File: config.mk
export PLATFORM = sky130hd
export DESIGN_NAME = telemetry_rx
export DESIGN_NICKNAME = d
export VERILOG_FILES = /design/src/rtl/telemetry_rx.sv
export SDC_FILE = /design/constraint.sdc
export NUM_CORES = 1
export LEC_CHECK = 0
export ABC_AREA = 1
export CAP_MARGIN = 40
export CELL_PAD_IN_SITES_DETAIL_PLACEMENT = 2
export CELL_PAD_IN_SITES_GLOBAL_PLACEMENT = 2
export CORE_UTILIZATION = 35
export DETAILED_ROUTE_END_ITERATION = 10
export GPL_TIMING_DRIVEN = 0
export PLACE_DENSITY = 0.9
export RECOVER_POWER = 50
export SYNTH_ARGS = -nofsm -noshare
export SYNTH_HDL_FRONTEND = slang
export SYNTH_SLANG_ARGS = --single-unit
File: constraint.sdc
create_clock -name clk -period 2 [get_ports clk]
set_clock_uncertainty 0.1 [all_clocks]
set_input_delay 0.3 -clock clk [delete_from_list [all_inputs] [get_ports clk]]
set_output_delay 0.3 -clock clk [all_outputs]
set_load 0.01 [all_outputs]
File: src/rtl/telemetry_rx.sv
// telemetry_rx: 8N1 UART receiver plus telemetry frame parser.
// Frame: AA 55 BH BL CH CL TH TL. The high-nibble bytes must carry zero in [7:4].
// Outputs are loaded together only when a whole good frame has arrived.
// Optional inter-byte timeout: define TELEM_RX_TIMEOUT_EN.
module telemetry_rx #(
  parameter int BAUD_DIV     = 2604,
  parameter int TIMEOUT_BITS = 20
) (
  input  logic        clk,
  input  logic        rst_n,
  input  logic        RX,
  output logic [11:0] batt_v,
  output logic [11:0] avg_curr,
  output logic [11:0] avg_torque,
  output logic        pkt_rdy,
  output logic        pkt_err
);

  localparam logic [1:0] RX_IDLE  = 2'd0;
  localparam logic [1:0] RX_START = 2'd1;
  localparam logic [1:0] RX_DATA  = 2'd2;
  localparam logic [1:0] RX_STOP  = 2'd3;

  localparam logic [2:0] P_HDR1 = 3'd0;
  localparam logic [2:0] P_HDR2 = 3'd1;
  localparam logic [2:0] P_BH   = 3'd2;
  localparam logic [2:0] P_BL   = 3'd3;
  localparam logic [2:0] P_CH   = 3'd4;
  localparam logic [2:0] P_CL   = 3'd5;
  localparam logic [2:0] P_TH   = 3'd6;
  localparam logic [2:0] P_TL   = 3'd7;

  // Counter reload values: expiry happens when the counter reaches zero,
  // so loading N-1 gives an interval of N clocks.
  localparam logic [11:0] HALF_LOAD = 12'(BAUD_DIV / 2 - 1);
  localparam logic [11:0] FULL_LOAD = 12'(BAUD_DIV - 1);

  logic        rx_meta, rx_sync, rx_prev;
  logic        fall_edge;
  logic [1:0]  rx_state;
  logic [11:0] baud_cnt;
  logic [2:0]  bit_cnt;
  logic [7:0]  shift_reg;
  logic        byte_done;
  logic        frame_err;
  logic [2:0]  p_state;
  logic [3:0]  sh_b_hi, sh_c_hi, sh_t_hi;
  logic [7:0]  sh_b_lo, sh_c_lo;
  logic        tmo_fire;

  assign fall_edge = rx_prev & ~rx_sync;

  // Two-flop synchronizer plus one delayed copy for falling-edge detection.
  always_ff @(posedge clk or negedge rst_n) begin
    if (!rst_n) begin
      rx_meta <= 1'b1;
      rx_sync <= 1'b1;
      rx_prev <= 1'b1;
    end else begin
      rx_meta <= RX;
      rx_sync <= rx_meta;
      rx_prev <= rx_sync;
    end
  end

  // Bit receiver: mid-bit sampling, returns to idle right at the stop sample.
  always_ff @(posedge clk or negedge rst_n) begin
    if (!rst_n) begin
      rx_state  <= RX_IDLE;
      baud_cnt  <= '0;
      bit_cnt   <= '0;
      shift_reg <= '0;
      byte_done <= 1'b0;
      frame_err <= 1'b0;
    end else begin
      byte_done <= 1'b0;
      frame_err <= 1'b0;
      case (rx_state)
        RX_IDLE: begin
          if (fall_edge) begin
            rx_state <= RX_START;
            baud_cnt <= HALF_LOAD;
          end
        end
        RX_START: begin
          if (baud_cnt == 12'd0) begin
            if (rx_sync) begin
              // Line went back high before mid start bit: glitch, ignore.
              rx_state <= RX_IDLE;
            end else begin
              rx_state <= RX_DATA;
              baud_cnt <= FULL_LOAD;
              bit_cnt  <= '0;
            end
          end else begin
            baud_cnt <= baud_cnt - 12'd1;
          end
        end
        RX_DATA: begin
          if (baud_cnt == 12'd0) begin
            shift_reg <= {rx_sync, shift_reg[7:1]};
            baud_cnt  <= FULL_LOAD;
            if (bit_cnt == 3'd7) rx_state <= RX_STOP;
            else                 bit_cnt  <= bit_cnt + 3'd1;
          end else begin
            baud_cnt <= baud_cnt - 12'd1;
          end
        end
        default: begin
          if (baud_cnt == 12'd0) begin
            rx_state <= RX_IDLE;
            if (rx_sync) byte_done <= 1'b1;
            else         frame_err <= 1'b1;
          end else begin
            baud_cnt <= baud_cnt - 12'd1;
          end
        end
      endcase
    end
  end

`ifdef TELEM_RX_TIMEOUT_EN
  localparam int TMO_LIMIT = TIMEOUT_BITS * BAUD_DIV;
  localparam int TMO_W     = $clog2(TMO_LIMIT + 1);

  logic [TMO_W-1:0] tmo_cnt;
  logic             tmo_run;

  assign tmo_run  = (p_state != P_HDR1) && (rx_state == RX_IDLE) && !fall_edge;
  assign tmo_fire = tmo_run && (tmo_cnt == TMO_W'(TMO_LIMIT - 1));

  // Inter-byte idle counter; cleared by start detection or an idle parser.
  always_ff @(posedge clk or negedge rst_n) begin
    if (!rst_n)                  tmo_cnt <= '0;
    else if (tmo_run && !tmo_fire) tmo_cnt <= tmo_cnt + 1'b1;
    else                         tmo_cnt <= '0;
  end
`else
  assign tmo_fire = 1'b0;
`endif

  // Frame parser: shadows hold the partial frame, outputs load only on TL.
  always_ff @(posedge clk or negedge rst_n) begin
    if (!rst_n) begin
      p_state    <= P_HDR1;
      sh_b_hi    <= '0;
      sh_b_lo    <= '0;
      sh_c_hi    <= '0;
      sh_c_lo    <= '0;
      sh_t_hi    <= '0;
      batt_v     <= '0;
      avg_curr   <= '0;
      avg_torque <= '0;
      pkt_rdy    <= 1'b0;
      pkt_err    <= 1'b0;
    end else begin
      pkt_rdy <= 1'b0;
      pkt_err <= 1'b0;
      if (frame_err) begin
        p_state <= P_HDR1;
        pkt_err <= 1'b1;
      end else if (byte_done) begin
        case (p_state)
          P_HDR1: if (shift_reg == 8'hAA) p_state <= P_HDR2;
          P_HDR2: begin
            if (shift_reg == 8'h55)      p_state <= P_BH;
            else if (shift_reg != 8'hAA) p_state <= P_HDR1;
          end
          P_BH, P_CH, P_TH: begin
            if (shift_reg[7:4] != 4'h0) begin
              p_state <= P_HDR1;
              pkt_err <= 1'b1;
            end else begin
              if (p_state == P_BH) sh_b_hi <= shift_reg[3:0];
              if (p_state == P_CH) sh_c_hi <= shift_reg[3:0];
              if (p_state == P_TH) sh_t_hi <= shift_reg[3:0];
              p_state <= p_state + 3'd1;
            end
          end
          P_BL: begin
            sh_b_lo <= shift_reg;
            p_state <= P_CH;
          end
          P_CL: begin
            sh_c_lo <= shift_reg;
            p_state <= P_TH;
          end
          default: begin
            batt_v     <= {sh_b_hi, sh_b_lo};
            avg_curr   <= {sh_c_hi, sh_c_lo};
            avg_torque <= {sh_t_hi, shift_reg};
            pkt_rdy    <= 1'b1;
            p_state    <= P_HDR1;
          end
        endcase
      end else if (tmo_fire) begin
        p_state <= P_HDR1;
        pkt_err <= 1'b1;
      end
    end
  end

endmodule

=== After elaboration in Yosys (flattened, before gate mapping) ===
Cells that the tools add are included.

* Register bits after elaboration: 99
* Latch bits: 0
* Bits in writable memories: 0
* Bits in read-only memories: 0
* Input bits: 3
* Output and inout port bits: 38
* Memories: 0

* Add/sub/neg operators: 3
* Multipliers: 0
* Divide/modulo/power cells: 0
* Order comparisons: 0
* Eq/ne operators: 22
* Shift operators: 0
* Multiplexer cells: 38
* Bitwise gates (word level): 5
* Reductions and logical operators: 21

{| class="wikitable"
|+ Operators with widths
! cell !! count
|-
| two-way mux 12 bit || 5
|-
| one-hot mux 12 bit (3 select lines) || 1
|-
| two-way mux 3 bit || 10
|-
| AND reduction 5 bit || 5
|-
| one-hot mux 3 bit (5 select lines) || 1
|-
| AND reduction 3 bit || 5
|-
| two-way mux 1 bit || 13
|-
| == test 3 bit (second input constant) || 4
|-
| zero test 12 bit || 1
|-
| two-way mux 2 bit || 6
|-
| != test 2 bit (second input constant) || 6
|-
| subtractor 12 x 1 -> 12 bit (second input constant) || 1
|-
| == test 8 x 7 -> 1 bit (second input constant) || 1
|-
| == test 8 bit (second input constant) || 1
|-
| != test 8 bit (second input constant) || 1
|-
| OR reduction 7 bit || 1
|-
| adder 3 x 1 -> 3 bit (second input constant) || 2
|-
| == test 3 x 2 -> 1 bit (second input constant) || 2
|-
| != test 3 bit (second input constant) || 2
|-
| one-hot mux 2 bit (3 select lines) || 1
|-
| one-hot mux 3 bit (2 select lines) || 1
|-
| nonzero test 2 bit || 3
|-
| OR reduction 3 bit || 2
|-
| != test 4 x 1 -> 1 bit (second input constant) || 1
|-
| other kinds (10) || 13
|}

=== Logic depth before layout (Yosys ltp) ===
* Word-level depth: 6
* Mapped depth: 11
* Gate-level depth less buffers: 11

=== Least setup slack after synthesis ===
No wires, ideal clock.

* Path kind: register -> register
* Start: register rx_state[0]
* End: register baud_cnt[0]
* Library setup time: 0.117 ns
* Arrival: 1.465 ns
* Required time: 1.783 ns
* Slack: 0.319 ns
* Stages on the path, launching flop included: 11
* Buffers on the path: 0
* Clock period less this slack: 1.681 ns
* Path through: dfrtp_1 > inv_1 > ha_1 > inv_2 > nand2_1 > o21ai_1 > nand3_2 > nand2_4 > inv_4 > nor2_1 > nor2_1

* Word-level cells in the longest chain between the ends: 3

{| class="wikitable"
|+ RTL lines
! element !! line !! RTL
|-
| start, declared || 40 || <nowiki>logic [1:0] rx_state;</nowiki>
|-
| start signal, assigned || 69 || <nowiki>rx_state <= RX_IDLE;</nowiki>
|-
| start signal, assigned || 81 || <nowiki>rx_state <= RX_START;</nowiki>
|-
| start signal, assigned || 89 || <nowiki>rx_state <= RX_IDLE;</nowiki>
|-
| == test 2 bit, or another cell as far along || 78 || <nowiki>case (rx_state)</nowiki>
|-
| != test 4 x 1 -> 1 bit (no line), or another cell as far along || - ||
|-
| AND reduction 3 bit (no line) || - ||
|-
| end signal, assigned || 96 || <nowiki>baud_cnt <= baud_cnt - 12'd1;</nowiki>
|-
| end signal, assigned || 106 || <nowiki>baud_cnt <= baud_cnt - 12'd1;</nowiki>
|-
| end signal, assigned || 115 || <nowiki>baud_cnt <= baud_cnt - 12'd1;</nowiki>
|-
| end, declared || 41 || <nowiki>logic [11:0] baud_cnt;</nowiki>
|}

Parallel ways exist; a longest one is shown, timed or not.
A chain may end at the register's enable or synchronous reset.

=== Final worst setup path ===
* Start: register shift_reg[6]
* End: register sh_b_hi[2]

* Word-level cells in the longest chain between the ends: 3

{| class="wikitable"
|+ RTL lines
! element !! line !! RTL
|-
| start, declared || 43 || <nowiki>logic [7:0] shift_reg;</nowiki>
|-
| start signal, assigned || 101 || <nowiki>shift_reg <= {rx_sync, shift_reg[7:1]};</nowiki>
|-
| nonzero test 4 bit || 170 || <nowiki>if (shift_reg[7:4] != 4'h0) begin</nowiki>
|-
| NOT 1 bit (no line) || - ||
|-
| AND reduction 5 bit (no line) || - ||
|-
| end signal, assigned || 174 || <nowiki>if (p_state == P_BH) sh_b_hi <= shift_reg[3:0];</nowiki>
|-
| end, declared || 47 || <nowiki>logic [3:0] sh_b_hi, sh_c_hi, sh_t_hi;</nowiki>
|}

No other way between the ends.

==> results.json <==
{
  "syn_area_per_cell_um2": 8.48,
  "cts_buffer_depth": 2,
  "r2r_start": "shift_reg[6]",
  "h-tree-depth": 3,
  "io_pins": 41,
  "relSlewSlack_pct": 22.2,
  "required_ns": 2.12,
  "ys_seq_area_share_pct": 55.1,
  "cp.arrival_ns": 1.99,
  "rsz0062_at_grt": "yes",
  "num-nets-final": 607,
  "dpl.cell_count": 744,
  "start_util_pct": 35.8,
  "drv_cap": 0,
  "start_kind": "register",
  "power.internal_mw": 3.52,
  "post-route-period-util_pct": 93.8,
  "finalHoldViolations": 0,
  "synthesis.area_um2": 4500,
  "clock-sinks": 99,
  "power_frac_comb_pct": 27.2,
  "dieArea_um2": 13300,
  "grt_pass1_vias": 4492,
  "ys_seq_elements": 99,
  "min-delay-start": "rx_meta",
  "die_x_um": 115,
  "grt_first_pass_wirelength_um": 23700,
  "p_seq_share_pct": 41.4,
  "final-setup-viol-count": 0,
  "layout-drive-gt1-share_pct": 10.1,
  "vias": 3889,
  "fmax_ghz": 0.533,
  "min_path_type": "register to register",
  "status": "completed",
  "drc": 0,
  "insertedDiodeCount": 0,
  "globalRouteTotalUtil_pct": 23.7,
  "yosys_warnings": 0,
  "syn_to_final_growth_pct": 22.9,
  "avgViaCountPerCell": 5.06,
  "wl_per_cell_um": 18.8,
  "power.leakage_nw": 2.82,
  "syn-num-nets": 547,
  "fp.dieH_um": 115,
  "crit_fanout": 8,
  "drv_slew": 0,
  "hold-worst-slack_ns": 0.269,
  "tightest_slew_ns": 1.17,
  "first_pass_iters": 4,
  "insertion_delay_ns": 0.36,
  "crit_start": "shift_reg[6]",
  "synth_cells": 531,
  "power_frac_clock_pct": 31.4,
  "grt_start_max_net_pins": 57,
  "rows": 41,
  "initialDrtViolationCount": 102,
  "cts_tree": "built",
  "post-dp-hpwl_um": 9900,
  "p_switching_mw": 2.02,
  "finalCriticalPeriod_ns": 1.88,
  "cts_buffers": 9,
  "clkSlewWorstSetupHoldPaths_ns": 0.07,
  "critPathKind": "register to register",
  "final_cell_mix": "nand2_1 (212), dfrtp_1 (94), o21ai_0 (52)",
  "ant_nets": 0,
  "wirelength_um": 14400,
  "vdd_drop_max_v": 0.000635,
  "core_area_um2": 12600,
  "final_common_cell": "nand2_1",
  "power_density_nw_per_um2": 1000,
  "overflow": 0,
  "ys_types": 30,
  "antenna_found_initial": 0,
  "root_buffer": "clkbuf_16",
  "worstSetupEndpointType": "register",
  "netSwitchingFraction_pct": 36.4,
  "gp_congestion": 0.850,
  "port_buffers": 40,
  "stdcell_count": 768
}
## cell type report
type                            instances  area (um2)
Buffer                                  9        56.3
Clock buffer                           12         256
Clock inverter                          4        33.8
Fill cell                            1399        7040
Inverter                               46         175
Multi-Input combinational cell        376        1820
Sequential cell                        99        2480
Tap cell                              172         215
Timing Repair Buffer                   50         493
## per-stage QoR
step | utilization, % | setup WS [ns] | instance area, um2 | total power [mW] | setup TNS, ns
6_report | 44.0 | 0.124 | 5530 | 5.54 | 0
5_1_grt | 44.0 | -0.0255 | 5530 | 5.85 | -0.0377
4_1_cts | 43.6 | 0.00132 | 5490 | 5.55 | 0
3_5_place_dp | 40.9 | -0.0895 | 5140 | 3.71 | -1.01
3_3_place_gp | 40.7 | -3.08 | 5120 | 3.58 | -300.98
2_1_floorplan | - | 0.319 | 4500 | 3.29 | 0
## logic make-up (layout without fill, tap and decap cells)
family	Yosys count	count (layout)	share of synthesized area [%]
adders and majority gates	13	13	3.61
AOI/OAI and AO/OA	65	65	7.59
buffers and inverters	57	121	5.33
xor gates and xnor gates	2	2	0.389
DFF	99	99	55.1
and+or+nand+nor	295	296	28.0
## power groups by stage
stage | clock (mW) | combinational [mW] | sequential [mW]
after detailed placement | 0 | 1.39 | 2.32
after floorplan | 0 | 1.02 | 2.27
after global routing | 1.84 | 1.70 | 2.31
after CTS | 1.78 | 1.48 | 2.29
final | 1.74 | 1.51 | 2.29
after global placement | 0 | 1.28 | 2.30
## Yosys cell counts, drive strengths merged
| library cell | number | area (um2) |
|---|---|---|
| a21oi | 6 | 41.3 |
| buf | 5 | 42.5 |
| clkbuf | 6 | 22.5 |
| dfrtp | 96 | 2400 |
| dfstp | 3 | 78.8 |
| ha | 13 | 163 |
| inv | 46 | 175 |
| nand2 | 216 | 836 |
| nand3 | 27 | 150 |
| nand3b | 2 | 15.0 |
| nand4 | 4 | 25.0 |
| nor2 | 42 | 213 |
| nor3 | 3 | 15.0 |
| o211ai | 1 | 7.51 |
| o21ai | 57 | 285 |
| o31ai | 1 | 7.51 |
| or2 | 1 | 6.26 |
| xor2 | 2 | 17.5 |
## worst max-delay path, cell delays in order (launching register included)
cell     delay (ns)
dfrtp_1        0.43
inv_1          0.26
nand4_1        0.24
nor2_1         0.20
nand3_1        0.28
nand2_1        0.13
o21ai_0        0.09
## routing by layer
layer / GRT usage (%) / vias up / routed length [um]
met5: 0 / - / 0
met4: 10.6 / 0 / 373
met3: 3.35 / 26 / 289
met2: 44.8 / 73 / 7900
met1: 26.3 / 1997 / 5850
li1: - / 1793 / -
## final timing paths
| kind | to | slack (ns) | cells past startpoint |
|---|---|---|---|
| worst max-delay path | sh_b_hi[2] | 0.12 | 6 |
| worst min-delay path | rx_sync | 0.27 | 0 |
| worst max register to register | sh_b_hi[2] | 0.12 | 6 |
| worst min register to register | rx_sync | 0.27 | 0 |
| max in group asynchronous | rx_meta | 0.26 | 3 |
| min in group asynchronous | avg_curr[10] | 0.63 | 2 |
## repair_timing
| item | in CTS | in global routing |
|---|---|---|
| hold endpoints to repair | 43 | 0 |
| pin swaps | 1 | 0 |
| endpoints found under the setup margin | 28 | 54 |
| hold buffers | 1 | 0 |
| cloned | 0 | 1 |
| gates resized for setup | 3 | 13 |
| buffers inserted | 4 | 4 |
(Power assumes the default switching activity.)
